`src/rtl/sg_pkg.sv`:
```
// sg_pkg: shared widths and FSM states for the serial register loader.
// SG_LOADER_PARITY_EN widens frames to 9 bits (trailing even-parity bit).
package sg_pkg;
    localparam int ADDR_W  = 3;
    localparam int DATA_W  = 5;
    localparam int ENTRY_W = ADDR_W + DATA_W;
`ifdef SG_LOADER_PARITY_EN
    localparam int FRAME_W = 9;
`else
    localparam int FRAME_W = 8;
`endif
    localparam int CNT_W   = 4;
    typedef enum logic [1:0] {IDLE, STROBE, GAP} state_t;
endpackage

```
`src/rtl/sg_sync_fifo.sv`:
```
// sg_sync_fifo: single-clock FIFO; a push into a full FIFO is accepted when a pop happens in the same cycle.
module sg_sync_fifo
    import sg_pkg::*;
#(
    parameter int DEPTH = 4,
    parameter int W     = ENTRY_W
) (
    input  logic         clk,
    input  logic         rst,
    input  logic         push,
    input  logic         pop,
    input  logic [W-1:0] wdata,
    output logic [W-1:0] rdata,
    output logic         full,
    output logic         empty
);
    localparam int AW = $clog2(DEPTH);
    logic [W-1:0] mem [DEPTH];
    logic [AW-1:0] wr_ptr, rd_ptr;
    logic [AW:0] count;
    logic do_push, do_pop;

    assign do_pop  = pop & ~empty;
    assign do_push = push & (~full | do_pop);
    assign full    = count == (AW+1)'(DEPTH);
    assign empty   = count == '0;
    assign rdata   = mem[rd_ptr];

    always_ff @(posedge clk) begin
        if (do_push) mem[wr_ptr] <= wdata;
    end

    always_ff @(posedge clk) begin
        if (rst) begin
            wr_ptr <= '0;
            rd_ptr <= '0;
            count  <= '0;
        end else begin
            if (do_push) wr_ptr <= wr_ptr + 1'b1;
            if (do_pop) rd_ptr <= rd_ptr + 1'b1;
            count <= count + (AW+1)'(do_push) - (AW+1)'(do_pop);
        end
    end
endmodule

```
`src/rtl/sg_serial_loader.sv`:
```
// sg_serial_loader: 3-wire serial frame receiver replaying buffered frames as single-cycle write strobes.
// SG_LOADER_PARITY_EN: 9-bit frames, trailing even-parity bit checked, bad frames dropped.
module sg_serial_loader
    import sg_pkg::*;
#(
    parameter int FIFO_DEPTH  = 4,
    parameter int SYNC_STAGES = 2,
    parameter int STROBE_GAP  = 2
) (
    input  logic              clk,
    input  logic              rst,
    input  logic              ser_clk,
    input  logic              ser_dat,
    input  logic              ser_cs_n,
    output logic              write_strobe,
    output logic [ADDR_W-1:0] address,
    output logic [DATA_W-1:0] data,
    output logic              fifo_full,
    output logic              overrun,
    output logic              parity_err
);
    localparam int GW = $clog2(STROBE_GAP + 1);
    logic [SYNC_STAGES-1:0] clk_sync, dat_sync, cs_sync;
    logic clk_prev, rise, last_bit, frame_vld, push, pop, fifo_empty, gap_done;
    logic [CNT_W-1:0] bit_cnt;
    logic [FRAME_W-2:0] shift;
    logic [FRAME_W-1:0] frame, frame_q;
    logic [ENTRY_W-1:0] fifo_wdata, head;
    logic [GW-1:0] gap_cnt;
    state_t state, state_n;

    assign rise     = clk_sync[SYNC_STAGES-1] & ~clk_prev & ~cs_sync[SYNC_STAGES-1];
    assign frame    = {shift, dat_sync[SYNC_STAGES-1]};
    assign last_bit = rise && bit_cnt == CNT_W'(FRAME_W - 1);

    always_ff @(posedge clk) begin
        if (rst) begin
            clk_sync  <= '0;
            dat_sync  <= '0;
            cs_sync   <= '1;
            clk_prev  <= 1'b0;
            bit_cnt   <= '0;
            shift     <= '0;
            frame_q   <= '0;
            frame_vld <= 1'b0;
        end else begin
            clk_sync  <= {clk_sync[SYNC_STAGES-2:0], ser_clk};
            dat_sync  <= {dat_sync[SYNC_STAGES-2:0], ser_dat};
            cs_sync   <= {cs_sync[SYNC_STAGES-2:0], ser_cs_n};
            clk_prev  <= clk_sync[SYNC_STAGES-1];
            frame_vld <= last_bit;
            if (last_bit) frame_q <= frame;
            if (rise) shift <= frame[FRAME_W-2:0];
            if (cs_sync[SYNC_STAGES-1]) bit_cnt <= '0;
            else if (rise) bit_cnt <= last_bit ? '0 : bit_cnt + 1'b1;
        end
    end

`ifdef SG_LOADER_PARITY_EN
    logic parity_ok;
    assign parity_ok  = ~^frame_q;
    assign push       = frame_vld & parity_ok;
    assign fifo_wdata = frame_q[FRAME_W-1:1];
    always_ff @(posedge clk) begin
        if (rst) parity_err <= 1'b0;
        else if (frame_vld && !parity_ok) parity_err <= 1'b1;
    end
`else
    assign push       = frame_vld;
    assign fifo_wdata = frame_q;
    assign parity_err = 1'b0;
`endif

    sg_sync_fifo #(.DEPTH(FIFO_DEPTH), .W(ENTRY_W)) u_fifo (
        .clk   (clk),
        .rst   (rst),
        .push  (push),
        .pop   (pop),
        .wdata (fifo_wdata),
        .rdata (head),
        .full  (fifo_full),
        .empty (fifo_empty)
    );

    always_ff @(posedge clk) begin
        if (rst) overrun <= 1'b0;
        else if (push && fifo_full && !pop) overrun <= 1'b1;
    end

    assign gap_done = gap_cnt == GW'(STROBE_GAP - 1);

    always_comb begin
        pop     = state == IDLE && !fifo_empty;
        state_n = pop ? STROBE : state == STROBE ? GAP : (state == GAP && gap_done) ? IDLE : state;
    end

    always_ff @(posedge clk) begin
        if (rst) state <= IDLE;
        else state <= state_n;
    end

    // strobe is registered off STROBE so address/data settle one cycle before it
    always_ff @(posedge clk) begin
        if (rst) begin
            write_strobe <= 1'b0;
            address      <= '0;
            data         <= '0;
            gap_cnt      <= '0;
        end else begin
            write_strobe <= state == STROBE;
            gap_cnt      <= state == GAP ? gap_cnt + 1'b1 : '0;
            if (pop) {address, data} <= head;
        end
    end
endmodule

```
`config.mk`:
```
export PLATFORM = sky130hd
export DESIGN_NAME = sg_serial_loader
export DESIGN_NICKNAME = d
export VERILOG_FILES = /design/src/rtl/sg_pkg.sv /design/src/rtl/sg_sync_fifo.sv /design/src/rtl/sg_serial_loader.sv
export SDC_FILE = /design/constraint.sdc
export NUM_CORES = 1
export LEC_CHECK = 0
export BUFFER_PORTS_ARGS = -buffer_cell sky130_fd_sc_hd__clkbuf_2
export CAP_MARGIN = 20
export CORE_MARGIN = 2
export CORE_UTILIZATION = 45
export CTS_CLUSTER_SIZE = 40
export DETAILED_ROUTE_END_ITERATION = 12
export SLEW_MARGIN = 10
export SYNTH_ARGS = -nofsm -noshare
export SYNTH_HDL_FRONTEND = slang
export SYNTH_SLANG_ARGS = --single-unit
```
`constraint.sdc`:
```
create_clock -name clk -period 2.7 [get_ports clk]
set_input_delay 0.135 -clock clk [delete_from_list [all_inputs] [get_ports clk]]
set_output_delay 0.135 -clock clk [all_outputs]
set_load 0.005 [all_outputs]
```
-- Word-level counts from Yosys, hierarchy flattened
Memories as Yosys holds them, arrays and structs flattened. A register that Yosys moved wholly into a read port is not among the register bits.
Index checks and enable logic that the tools add are counted.
- add/subtract/negate cells: 6
- multipliers: 0
- div/mod/pow operators: 0
- $lt $le $gt $ge: 0
- equal/unequal tests: 5
- shift-type cells: 0
- muxes and demuxes: 6
- bitwise gates (word level): 10
- reductions and logical operators: 14
- operators with widths (kind ; count):
    adder 2 x 1 -> 2 bit (second input constant) ; 3
    OR reduction 2 bit ; 3
    logical AND 1 bit ; 5
    NOT 1 bit ; 5
    adder 4 x 1 -> 4 bit (second input constant) ; 1
    AND 1 bit ; 4
    == test 2 x 1 -> 1 bit (second input constant) ; 2
    == test 4 x 3 -> 1 bit (second input constant) ; 1
    two-way mux 2 bit ; 2
    two-way mux 4 bit ; 1
    adder 3 x 1 -> 3 bit ; 1
    == test 3 bit (second input constant) ; 1
    zero test 3 bit ; 1
    two-way mux 1 bit ; 3
    nonzero test 3 bit ; 1
    subtractor 3 x 1 -> 3 bit ; 1
    == test 2 bit (second input constant) ; 1
    zero test 1 bit ; 2
    zero test 2 bit ; 1
    nonzero test 2 bit ; 1
    bitwise OR 1 bit ; 1
- register bits after elaboration: 40
- bits in latches: 0
- RAM bits: 32
- bits in read-only memories: 0
- input bits: 5
- output and inout bits: 12
- logic and storage cells: 58
- memories: 1
- memories (name ; words ; width ; rd ports ; clocked after Yosys merged registers in ; write ports ; line ; source):
    u_fifo.mem ; 4 ; 8 ; 1 ; 1 ; 1 ; sg_sync_fifo.sv:18 ; logic [W-1:0] mem [DEPTH];

-- Longest topological paths before layout
- depth after elaboration: 8
- mapped depth: 11
- depth with buffers taken out: 10

-- Cells and area by module
From an unflattened synthesis, not the netlist that was laid out.
- cell total of the unflattened synthesis: 248
- area total of the unflattened synthesis: 3136.8 sq um
- modules (own cells, without submodules) (module ; times used ; cells an instance ; area an instance (sq um) ; seq. area each (sq um)):
    sg_sync_fifo ; 1 ; 89 ; 1649.1 ; 1141.1
    sg_serial_loader ; 1 ; 159 ; 1487.7 ; 820.8

-- Worst setup path before layout
No wires, ideal clock.
- path type: reg2reg
- start point: reg u_fifo.count[1]
- end point: reg u_fifo.count[2]
- setup time: 0.128 ns
- arrival time: 2.147 ns
- required time: 2.572 ns
- slack: 0.425 ns
- cell stages (with the launch flop): 12
- buffers on the path: 1
- clock period less this slack: 2.275 ns
- cells stage by stage: dfxtp_1 -> or3_1 -> buf_6 -> nand2_1 -> inv_1 -> ha_1 -> inv_1 -> ha_1 -> fa_1 -> xnor2_1 -> xnor2_1 -> nor2_1
- longest elaborated chain between the ends: 8
- elaborated cells between the ends (all ways): 11
- classes of those cells: add/sub: 2; eq/ne: 1; bitwise: 5; reduce/logical: 3
- ends and longest elaborated chain (item ; line ; source):
    start: declaration ; sg_sync_fifo.sv:20 ; logic [AW:0] count;
    start signal: assignment ; sg_sync_fifo.sv:41 ; count <= count + (AW+1)'(do_push) - (AW+1)'(do_pop);
    zero test 3 bit (*) ; sg_sync_fifo.sv:26 ; assign empty = count == '0;
    zero test 1 bit (*) ; sg_serial_loader.sv:93 ; pop = state == IDLE && !fifo_empty;
    logical AND 1 bit (*) ; sg_serial_loader.sv:93 ;
    via pop ; sg_serial_loader.sv:24 ; logic clk_prev, rise, last_bit, frame_vld, push, pop, fifo_empty, gap_done;
    AND 1 bit (*) ; sg_sync_fifo.sv:23 ; assign do_pop = pop & ~empty;
    bitwise OR 1 bit ; sg_sync_fifo.sv:24 ; assign do_push = push & (~full | do_pop);
    AND 1 bit ; sg_sync_fifo.sv:24 ;
    adder 3 x 1 -> 3 bit ; sg_sync_fifo.sv:41 ;
    subtractor 3 x 1 -> 3 bit (*) ; sg_sync_fifo.sv:41 ;
Mark *: on every way through the listed nets, which the timed path passes. The rest lies on a longest branch.
A chain may end at the register's enable or synchronous reset.

-- Final worst setup path
Same ends and word-level chain as after synthesis.

==> results.sh <==
export IMPL_min_delay_path_class="in -> reg"
export IMPL_timing_worst_setup_path_type="reg -> reg"
export IMPL_timing_max_cap_violations=0
export IMPL_max_slew_margin_rel_pct=41.7
export IMPL_die_height_um=87.1
export IMPL_largest_fanout_on_the_critical_path=5
export IMPL_number_of_fill_cells=608
export IMPL_yosys_register_bits=80
export IMPL_ios=17
export IMPL_commonest_cells_after_routing_fill_and_taps_aside="dfxtp_1 (48), edfxtp_1 (32), a21oi_1 (27), o21ai_0 (25), nand3_1 (16)"
export IMPL_first_global_vias=1861
export IMPL_clockBufferDepth=2
export IMPL_grt_pass1_wl_mm=8.72
export IMPL_cp_arrival_ns=2.50
export IMPL_postRouteAntennaNets=0
export IMPL_cts_resized=0
export IMPL_worstPathCellList="or3_1, nand2_1, inv_1, ha_1, inv_1, ha_1, fa_1, xnor2_1, xnor2_1, nor2_1"
export IMPL_critPathSlowestCell="or3_1"
export IMPL_cp_top_family="adder cells"
export IMPL_synth_top_family_by_area="simple AND/OR/NAND/NOR gates"
export IMPL_critical_path_required_ns=2.91
export IMPL_dpl_hpwl_mm=3.27
export IMPL_cp_num_buf_inv=2
export IMPL_clock_period_minus_worst_slack_ns=2.29
export IMPL_worst_supply_voltage_drop_on_vdd_mv=0.356
export IMPL_multi_input_area_um2=1070
export IMPL_io_buffer_count=15
export IMPL_yosysWarnings=0
export IMPL_global_route_usage_total_pct=15.2
export IMPL_report_final_setup_viol=0
export IMPL_post_cts_setup_buffer_count=0
export IMPL_clock_root_buffer_master="clkbuf_8"
export IMPL_status="finished, final reports clean"
export IMPL_setup_slack_ns=0.405
export IMPL_wirelength_mm=5.01
export IMPL_number_of_distinct_library_cells_after_synthesis=39
export IMPL_min_period_over_period_pct=85.0
export IMPL_postSynth_asyncResetShare_pct=0
export IMPL_clock_insertion_delay_worst_skew_ns=0.34
export IMPL_grt_antenna_before_repair=0
export IMPL_muxShareOfSynthArea_pct=6.81
export IMPL_dr_total_vias=1853
export IMPL_tritoncts_num_sinks=80
export IMPL_synth_edff_count=32
export IMPL_flow_area_growth_from_synthesis_pct=10.9
export IMPL_compound_cell_area_share_of_the_yosys_netlist_pct=10.0
export IMPL_synth_adder_area_share_pct=3.87
export IMPL_synthesis_nets=273
export IMPL_fmax_ghz=0.436
export IMPL_pin_count_of_the_biggest_net_entering_global_routing=36
export IMPL_mappedNetlistArea_um2=3100
export IMPL_grt_setup_unrepaired="no"
export IMPL_drc_errors=0
export IMPL_tritoncts_buffer_count=9
export IMPL_avgViaCountPerCell=5.15
export IMPL_place_gp_congestion=0.738
export IMPL_cpPeakStageDelay_ns=0.41
export IMPL_synthesis_instances=259
export IMPL_final_hold_violation_count=0
export IMPL_syn_mean_instance_area_um2=12.0
export IMPL_place_worst_setup_slack_ns=0.389
export IMPL_antenna_diode_count=0
export IMPL_worst_slew_pin_transition_ns=0.867
export IMPL_floorplan_initialDensity_pct=46.2
export IMPL_worst_setup_path_end_kind="register"
export IMPL_fin_area_um2=3440
export IMPL_avgRoutedWirePerCell_um=13.9
export IMPL_leakagePower_nw=1.19
export IMPL_gr_total_overflow=0
export IMPL_synth_xor_area_share_pct=0.846
export IMPL_fin_worst_skew_ns=0.00898
export IMPL_die_width_um=87.1
export IMPL_drt_pass1_iterations=4
export IMPL_final_setup_tns_ns=0
export IMPL_drt_iter0_markers=74
export IMPL_path_clk_slew_ns=0.08
export IMPL_cts_hold_buffers=3
export IMPL_register_area_um2=1920
export IMPL_dpl_instance_area_um2=3230
export IMPL_post_synth_and_or_nand_nor_area_fraction_pct=12.8
export IMPL_final_max_slew_viol_count=0
export IMPL_mostFrequentLayoutCell="dfxtp_1"
export IMPL_final_nets=289
export IMPL_power_density_cell_area_nw_per_um2=828
export IMPL_timing_critical_path_from_type="register"
export IMPL_ys_seq_area_share_pct=61.9
export IMPL_layout_drive_gt1_share_pct=16.4
export IMPL_floorplan_die_area_um2=7580
export IMPL_cts_htree_levels=3
export IMPL_synth_ff_type="dfxtp_1"
export IMPL_core_um2=6720
export IMPL_placement_rows=30
export IMPL_tritoncts="yes"
[worst paths after layout]
check                                  start                          to  slack (ns)  cells after the start
setup / recovery  u_fifo.count[1]$_SDFF_PP0_  u_fifo.count[2]$_SDFF_PP0_        0.41                     10
hold / removal                           rst       state[1]$_SDFFE_PP0P_        0.41                      2
setup reg to reg  u_fifo.count[1]$_SDFF_PP0_  u_fifo.count[2]$_SDFF_PP0_        0.41                     10
hold reg to reg        cs_sync[0]$_SDFF_PP1_       cs_sync[1]$_SDFF_PP1_        0.41                      1
[flip-flops by register name, indices dropped and copies added, names as in the netlist, 2 cells and up]
signal         flops
cs_sync            2
data               5
u_fifo.mem        32
u_fifo.rd_ptr      2
shift              7
u_fifo.count       3
clk_sync           2
fifo_wdata         8
bit_cnt            4
state              2
dat_sync           2
gap_cnt            2
u_fifo.wr_ptr      2
address            3
[cell type report]
type / count / area share, %
repair buffers: 21 / 3.71
inverters: 10 / 1.09
multi-input cells: 153 / 31.0
clock inverters: 7 / 1.82
well taps: 80 / 2.91
clock buffers: 9 / 3.60
flip-flops and latches: 80 / 55.8
[cell families (layout without fill, tap and decap cells)]
| kind of cell | Yosys count | count (layout) |
|---|---|---|
| DFF | 80 | 80 |
| AOI/OAI and AO/OA | 58 | 58 |
| buffers and inverters | 26 | 47 |
| muxes | 11 | 11 |
| xor gates and xnor gates | 3 | 3 |
| adders and majority gates | 9 | 9 |
| other | 1 | 1 |
| and+or+nand+nor | 71 | 71 |
[cell usage after synthesis, types with 2 or more instances]
cell | instances | share of area [%]
a21oi_1 | 27 | 4.4
or2_2 | 2 | 0.40
nor2b_1 | 8 | 1.6
nand2_1 | 11 | 1.3
ha_1 | 8 | 3.2
mux2i_1 | 2 | 0.64
or3_1 | 3 | 0.60
nor2_1 | 10 | 1.2
nor3_1 | 4 | 0.64
xnor2_1 | 3 | 0.85
nor4bb_1 | 2 | 0.64
nand2b_1 | 4 | 0.81
buf_1 | 3 | 0.36
dfxtp_1 | 48 | 31
edfxtp_1 | 32 | 31
buf_4 | 2 | 0.48
clkbuf_1 | 9 | 1.1
and2_1 | 4 | 0.81
nor3b_2 | 2 | 0.81
o21ai_0 | 25 | 4.0
mux4_2 | 8 | 5.8
nand3_1 | 16 | 2.6
inv_1 | 10 | 1.2
[metrics by stage]
stage          hold WS, ns  utilization [%]  power, W  std cells
2_1_floorplan        0.239                -   0.00192        259
3_3_place_gp         0.321             48.0   0.00205        341
3_5_place_dp         0.327             48.0   0.00206        341
4_1_cts              0.414             51.2   0.00289        360
5_1_grt              0.423             51.2   0.00304        360
6_report             0.405             51.2   0.00285        360
[power by group]
group          switching (W)  internal, W  total (W)
clock network       0.000405     0.000417   0.000823
registers           0.000110      0.00134    0.00145
logic               0.000286     0.000288   0.000574
total               0.000801      0.00205    0.00285
[per-layer routing]
layer	track usage (%)	part of all wire (%)	vias up
met2	25.1	50	33
met1	18.1	44	863
met3	5.50	3.8	5
li1	-	-	952
met5	0	0	-
met4	6.25	1.5	0
No activity file was read; power rests on OpenSTA's default activity.
